**src/rtl/sycy_tea_pkg.sv**
```systemverilog
`default_nettype none
// ============================================================================
// Module      : sycy_tea_pkg
// Description : Shared TEA constants, decryptor state encoding and the TEA
//               round function used by both half-round datapaths.
// Revision    : 1.0 - initial release
// ============================================================================
package sycy_tea_pkg;

  localparam logic [31:0] TEA_DELTA    = 32'h9E3779B9;
  localparam int unsigned TEA_ROUNDS   = 32;
  localparam logic [31:0] TEA_SUM_INIT = 32'hC6EF3720;

  typedef enum logic [1:0] {
    IDLE  = 2'd0,
    HALF1 = 2'd1,
    HALF2 = 2'd2,
    DONE  = 2'd3
  } dec_state_t;

  // F(x,a,b,s) = ((x<<4)+a) ^ (x+s) ^ ((x>>5)+b), all arithmetic mod 2^32.
  function automatic logic [31:0] tea_f(input logic [31:0] x,
                                        input logic [31:0] a,
                                        input logic [31:0] b,
                                        input logic [31:0] s);
    return ((x << 4) + a) ^ (x + s) ^ ((x >> 5) + b);
  endfunction

  // Starting sum for decryption: DELTA added ROUNDS times, wrapped to 32 bits.
  function automatic logic [31:0] tea_sum_init(input logic [31:0] delta,
                                               input int unsigned rounds);
    return delta * rounds;
  endfunction

endpackage
`default_nettype wire

```
**src/rtl/decryptor_half_round_1.sv**
```systemverilog
`default_nettype none
// ============================================================================
// Module      : decryptor_half_round_1
// Description : First TEA decryption half round: V1 - F(V0, k2, k3, sum).
// Ports       : v0_i, v1_i, sum_i (32b), key_i (64b = {k3,k2}), v1_o (32b)
// Revision    : 1.0 - initial release
// ============================================================================
module decryptor_half_round_1
  import sycy_tea_pkg::*;
(
  input  logic [31:0] v0_i,
  input  logic [31:0] v1_i,
  input  logic [31:0] sum_i,
  input  logic [63:0] key_i,
  output logic [31:0] v1_o
);

  assign v1_o = v1_i - tea_f(v0_i, key_i[31:0], key_i[63:32], sum_i);

endmodule
`default_nettype wire

```
**src/rtl/decryptor_half_round_2.sv**
```systemverilog
`default_nettype none
// ============================================================================
// Module      : decryptor_half_round_2
// Description : Second TEA decryption half round: V0 - F(V1, k0, k1, sum).
// Ports       : v0_i, v1_i, sum_i (32b), key_i (64b = {k1,k0}), v0_o (32b)
// Revision    : 1.0 - initial release
// ============================================================================
module decryptor_half_round_2
  import sycy_tea_pkg::*;
(
  input  logic [31:0] v0_i,
  input  logic [31:0] v1_i,
  input  logic [31:0] sum_i,
  input  logic [63:0] key_i,
  output logic [31:0] v0_o
);

  assign v0_o = v0_i - tea_f(v1_i, key_i[31:0], key_i[63:32], sum_i);

endmodule
`default_nettype wire

```
**src/rtl/tea_decrypt_sequencer.sv**
```systemverilog
`default_nettype none
// ============================================================================
// Module      : tea_decrypt_sequencer
// Description : Iterative TEA block decryptor. Accepts one 64-bit ciphertext
//               and 128-bit key, alternates the two half-round datapaths for
//               ROUNDS full rounds and presents the plaintext on a
//               valid/ready output. One block in flight at a time.
// Ports       : clk, rst (sync active-high)
//               in_valid/in_ready, in_data[63:0] {V1,V0}, in_key[127:0]
//               out_valid/out_ready, out_data[63:0] {V1,V0}
//               abort (only when SYCY_DEC_ABORT_EN is defined)
//               busy - high while rounds are executing
// Config      : SYCY_DEC_ABORT_EN - adds the abort input, which drops an
//               in-flight block and returns to IDLE.
// Revision    : 1.0 - initial release
// ============================================================================
module tea_decrypt_sequencer
  import sycy_tea_pkg::*;
#(
  parameter int unsigned ROUNDS = TEA_ROUNDS,
  parameter logic [31:0] DELTA  = TEA_DELTA
) (
  input  logic          clk,
  input  logic          rst,
  input  logic          in_valid,
  output logic          in_ready,
  input  logic [63:0]   in_data,
  input  logic [127:0]  in_key,
  output logic          out_valid,
  input  logic          out_ready,
`ifdef SYCY_DEC_ABORT_EN
  input  logic          abort,
`endif
  output logic [63:0]   out_data,
  output logic          busy
);

  localparam int          CW         = $clog2(ROUNDS + 1);
  localparam logic [CW-1:0] c_LAST   = CW'(ROUNDS - 1);
  localparam logic [31:0] c_SUM_INIT = tea_sum_init(DELTA, ROUNDS);

  dec_state_t     state_q, state_d;
  logic [31:0]    v0_q, v0_d;
  logic [31:0]    v1_q, v1_d;
  logic [31:0]    sum_q, sum_d;
  logic [127:0]   key_q, key_d;
  logic [CW-1:0]  cnt_q, cnt_d;

  logic [31:0]    w_v1_new;
  logic [31:0]    w_v0_new;
  logic           w_running;

  // Both datapaths see the live registers; only the one matching the
  // current half-round state gets written back.
  decryptor_half_round_1 u_half1 (
    .v0_i  (v0_q),
    .v1_i  (v1_q),
    .sum_i (sum_q),
    .key_i (key_q[127:64]),
    .v1_o  (w_v1_new)
  );

  decryptor_half_round_2 u_half2 (
    .v0_i  (v0_q),
    .v1_i  (v1_q),
    .sum_i (sum_q),
    .key_i (key_q[63:0]),
    .v0_o  (w_v0_new)
  );

  assign w_running = (state_q == HALF1) || (state_q == HALF2);

  always_comb begin
    state_d = state_q;
    v0_d    = v0_q;
    v1_d    = v1_q;
    sum_d   = sum_q;
    key_d   = key_q;
    cnt_d   = cnt_q;
    case (state_q)
      IDLE: begin
        if (in_valid) begin
          v0_d    = in_data[31:0];
          v1_d    = in_data[63:32];
          key_d   = in_key;
          sum_d   = c_SUM_INIT;
          cnt_d   = '0;
          state_d = HALF1;
        end
      end
      HALF1: begin
        v1_d    = w_v1_new;
        state_d = HALF2;
      end
      HALF2: begin
        // Same sum is used by both halves of a round; step it afterwards.
        v0_d    = w_v0_new;
        sum_d   = sum_q - DELTA;
        cnt_d   = cnt_q + CW'(1);
        state_d = (cnt_q == c_LAST) ? DONE : HALF1;
      end
      DONE: begin
        if (out_ready) state_d = IDLE;
      end
      default: state_d = IDLE;
    endcase
`ifdef SYCY_DEC_ABORT_EN
    if (abort && w_running) begin
      state_d = IDLE;
      cnt_d   = '0;
    end
`endif
  end

  always_ff @(posedge clk) begin
    if (rst) begin
      state_q <= IDLE;
      v0_q    <= '0;
      v1_q    <= '0;
      sum_q   <= '0;
      key_q   <= '0;
      cnt_q   <= '0;
    end else begin
      state_q <= state_d;
      v0_q    <= v0_d;
      v1_q    <= v1_d;
      sum_q   <= sum_d;
      key_q   <= key_d;
      cnt_q   <= cnt_d;
    end
  end

  assign in_ready  = (state_q == IDLE);
  assign out_valid = (state_q == DONE);
  assign busy      = w_running;
  // V0/V1 are frozen in DONE, so the plaintext is stable until taken.
  assign out_data  = {v1_q, v0_q};

  // Subtracting DELTA once per round must unwind the starting sum exactly.
  a_sum_unwound: assert property (@(posedge clk) disable iff (rst)
    (state_q == DONE) |-> (sum_q == 32'h0));

endmodule
`default_nettype wire

```
**config.mk**
```make
export PLATFORM = sky130hd
export DESIGN_NAME = tea_decrypt_sequencer
export DESIGN_NICKNAME = d
export VERILOG_FILES = /design/src/rtl/sycy_tea_pkg.sv /design/src/rtl/decryptor_half_round_1.sv /design/src/rtl/decryptor_half_round_2.sv /design/src/rtl/tea_decrypt_sequencer.sv
export SDC_FILE = /design/constraint.sdc
export NUM_CORES = 1
export LEC_CHECK = 0
export ABC_AREA = 0
export CORE_MARGIN = 2
export CORE_UTILIZATION = 55
export DETAILED_ROUTE_END_ITERATION = 8
export PLACE_DENSITY = 0.9
export REMOVE_ABC_BUFFERS = 1
export SETUP_SLACK_MARGIN = 0.4
export SLEW_MARGIN = 40
export SYNTH_ARGS = -nofsm -noshare
export SYNTH_HDL_FRONTEND = slang
export SYNTH_SLANG_ARGS = --single-unit
```
**constraint.sdc**
```tcl
create_clock -name clk -period 13.1 [get_ports clk]
set_clock_uncertainty 0.2 [all_clocks]
set_input_delay 3.93 -clock clk [delete_from_list [all_inputs] [get_ports clk]]
set_output_delay 3.93 -clock clk [all_outputs]
set_load 0.005 [all_outputs]
```
==> results.cfg <==
[placed_design]
dpl.hpwl_um = 52900
gp_congestion = 0.951
place_ws_ns = 6.29
port_buffers = 262

[power_and_ir_drop]
p_leak_nw = 10.7
sw_frac_of_total = 0.495
p_int_mw = 3.33
seqPwrFrac = 0.164
peakVddDrop_mv = 0.115
power.share.clock = 0.114
p_comb_frac = 0.722
power_density_mw_per_mm2 = 270
power.switching_mw = 3.26

[route]
drc = 0
viasPerCell = 6.16
ant_nets = 0
drt_first_iter_violations = 1615
wire_per_inst_um = 20.4
vias = 20500
totalWireLength_um = 67800
first_pass_iters = 6

[clocking]
cts_resized = 0
cts_tree = built
clkSinkCount = 232
clockBufferDepth = 3
cts_buffers = 27
post-cts-setup-buffers = 0
cts_hold_buffers = 0
clk_latency_ns = 0.58
root_buffer = clkbuf_16
cts_htree_levels = 1
clk_pin_slew_ns = 0.07

[run_status]
status = complete, no violations

[timing]
rsz0062_at_grt = no
finalSetupViolations = 0
final_max_slew_viol_count = 0
relSlewSlack = 0.430
hold_viol = 0
fmax_mhz = 154
worstMarginPinSlew_ns = 0.854
setup_slack_ns = 6.59
fin_crit_ns = 6.51
period_share = 0.497
finalSetupTns_ns = 0

[grt]
grt_usage = 0.338
grt_overflow = 0
grt_max_degree = 91
grt_pass1_vias = 19900
grt_pass1_wl_um = 105000
antenna_found_initial = 0

[floorplan]
core-area_mm2 = 0.0368
dieArea_mm2 = 0.0390
io_pins = 263
initial_core_util = 0.560
rows = 70
die_y_um = 198
die_w_um = 198

[layout]
antenna_cells = 0
final_common_cell = nand2_1
layout_common_cells = 378 x nand2_1, 373 x a21oi_1, 304 x xnor2_1
area_delta_synth_final_pct = 18.6
finalNetCount = 3286
drive_gt1_frac = 0.0314
fillers = 3086

[worst_setup_path]
cp_data_required_time_ns = 13.31
worstSetupStartpointType = register
crit_fanout = 7
end_kind = register
arrival_ns = 6.73
timing_worst_setup_path_type = reg2reg

[job]
maxCapViolations = 0

[synthesis]
synth.distinct_cells = 82
synth-edff-count = 0
syn_inst = 2635
yosysSeqAreaShare = 0.225
synthArstFlopShare = 0
ys.warnings.count = 0
synth.avg_cell_area_um2 = 7.82
yosys_most_used_dff = dfxtp_1
syn_area_mm2 = 0.0206
synth_seq_cells = 232

[hold_path]
hp-class = reg2reg
-- synth_stat cells, types with 3 or more instances --
| master | instances | area, µm² |
|---|---|---|
| nor2b_1 | 29 | 181 |
| a21o_1 | 143 | 1070 |
| nand4_1 | 22 | 138 |
| nor2_1 | 176 | 661 |
| a211o_1 | 4 | 35.0 |
| a211oi_2 | 4 | 50.1 |
| mux2i_1 | 24 | 240 |
| clkbuf_1 | 80 | 300 |
| o31ai_1 | 13 | 97.6 |
| o22ai_1 | 5 | 31.3 |
| o31a_1 | 4 | 35.0 |
| nand2b_1 | 21 | 131 |
| and2_1 | 4 | 25.0 |
| a31o_2 | 6 | 52.6 |
| nor3b_1 | 6 | 45.0 |
| o2111ai_1 | 3 | 26.3 |
| a31oi_1 | 17 | 106 |
| a21oi_1 | 373 | 1870 |
| inv_1 | 47 | 176 |
| nand2_1 | 379 | 1420 |
| ha_1 | 238 | 2980 |
| and3_1 | 17 | 106 |
| o21ai_1 | 5 | 25.0 |
| buf_1 | 8 | 30.0 |
| and4_1 | 4 | 35.0 |
| xor2_1 | 80 | 701 |
| a2111oi_0 | 5 | 43.8 |
| a211oi_1 | 66 | 495 |
| o21a_1 | 24 | 180 |
| a221o_1 | 4 | 40.0 |
| nor4_1 | 3 | 18.8 |
| or3_1 | 13 | 81.3 |
| dfxtp_1 | 232 | 4640 |
| o21bai_1 | 27 | 203 |
| or2_2 | 7 | 43.8 |
| xnor2_1 | 304 | 2660 |
| nand3_1 | 38 | 190 |
| nor3_1 | 35 | 175 |
| a21boi_0 | 5 | 37.5 |
| o311ai_0 | 3 | 26.3 |
| o211ai_1 | 13 | 97.6 |
| fa_1 | 8 | 160 |
| o21ai_0 | 88 | 440 |
| a311oi_1 | 4 | 35.0 |
-- kinds of logic after synthesis --
kind of cell	share of synthesized area
AOI/OAI and AO/OA	0.260
xor gates and xnor gates	0.163
adders and majority gates	0.152
buffers and inverters	0.0257
DFF	0.225
muxes	0.0117
and+or+nand+nor	0.161
-- area by class of cell --
type,instances,area [µm²],area share
Multi-Input combinational cell,2265,15500,0.633
Sequential cell,232,4640,0.190
Timing Repair Buffer,271,2700,0.110
Clock buffer,39,771,0.0315
Tap cell,468,586,0.0240
Inverter,47,176,0.00722
Clock inverter,10,92.6,0.00379
-- through the flow --
stage / utilization / cell area [µm²] / power, mW / hold WS (ns) / cells
2_1_floorplan: - / 20200 / 4.46 / 0.234 / 2544
3_3_place_gp: 0.640 / 23600 / 5.58 / 0.248 / 3283
3_5_place_dp: 0.641 / 23600 / 5.70 / 0.254 / 3283
4_1_cts: 0.664 / 24400 / 6.48 / 0.262 / 3332
5_1_grt: 0.664 / 24400 / 7.01 / 0.272 / 3332
6_report: 0.664 / 24400 / 6.59 / 0.260 / 3332
-- critical path, stage by stage (launching register included) --
cell and delay [ns]:
dfxtp_1 0.58, ha_1 0.31, a21oi_1 0.19, o22ai_1 0.13
a2111oi_1 0.69, o31ai_1 0.24, a211o_1 0.37, a21oi_1 0.23
o211ai_1 0.13, a21oi_1 0.40, o21ai_1 0.17, xnor2_1 0.39
ha_1 0.35, and2_2 0.21, nand3_1 0.19, o2111ai_1 0.16
nor3_1 0.33, nor3_1 0.16, nor2_1 0.19, o21ai_0 0.12
a21oi_1 0.21, xnor2_1 0.15, xnor2_1 0.15, o22ai_1 0.09
-- worst paths after layout --
path | slack (ns) | endpoint | depth (start not counted) | start
hold reg to reg | 0.26 | key_q[41]$_SDFFE_PP0P_ | 2 | key_q[41]$_SDFFE_PP0P_
setup reg to reg | 6.59 | v0_q[31]$_SDFFE_PP0P_ | 23 | v1_q[6]$_SDFFE_PP0P_
setup / recovery | 6.59 | v0_q[31]$_SDFFE_PP0P_ | 23 | v1_q[6]$_SDFFE_PP0P_
hold / removal | 0.26 | key_q[41]$_SDFFE_PP0P_ | 2 | key_q[41]$_SDFFE_PP0P_
-- routing by layer --
layer  GRT usage  wire length, µm
met4       0.109             2100
met2       0.554            30500
met3      0.0434             5330
met5           0                0
met1       0.459            29900
-- state kept, by name (all words and copies together) (netlist names) --
register / flops
cnt_q: 6
v1_q: 32
v0_q: 32
key_q: 128
state_q: 2
sum_q: 32
-- power by group through the flow --
stage          clock network, mW  registers [mW]  logic (mW)
5_1_grt                    0.782            1.08        5.14
2_1_floorplan                  0           0.964        3.50
4_1_cts                    0.759            1.07        4.65
3_5_place_dp                   0            1.08        4.62
6_report                   0.752            1.08        4.76
3_3_place_gp                   0            1.08        4.50
Note: power is estimated with default switching activity, not from simulation.
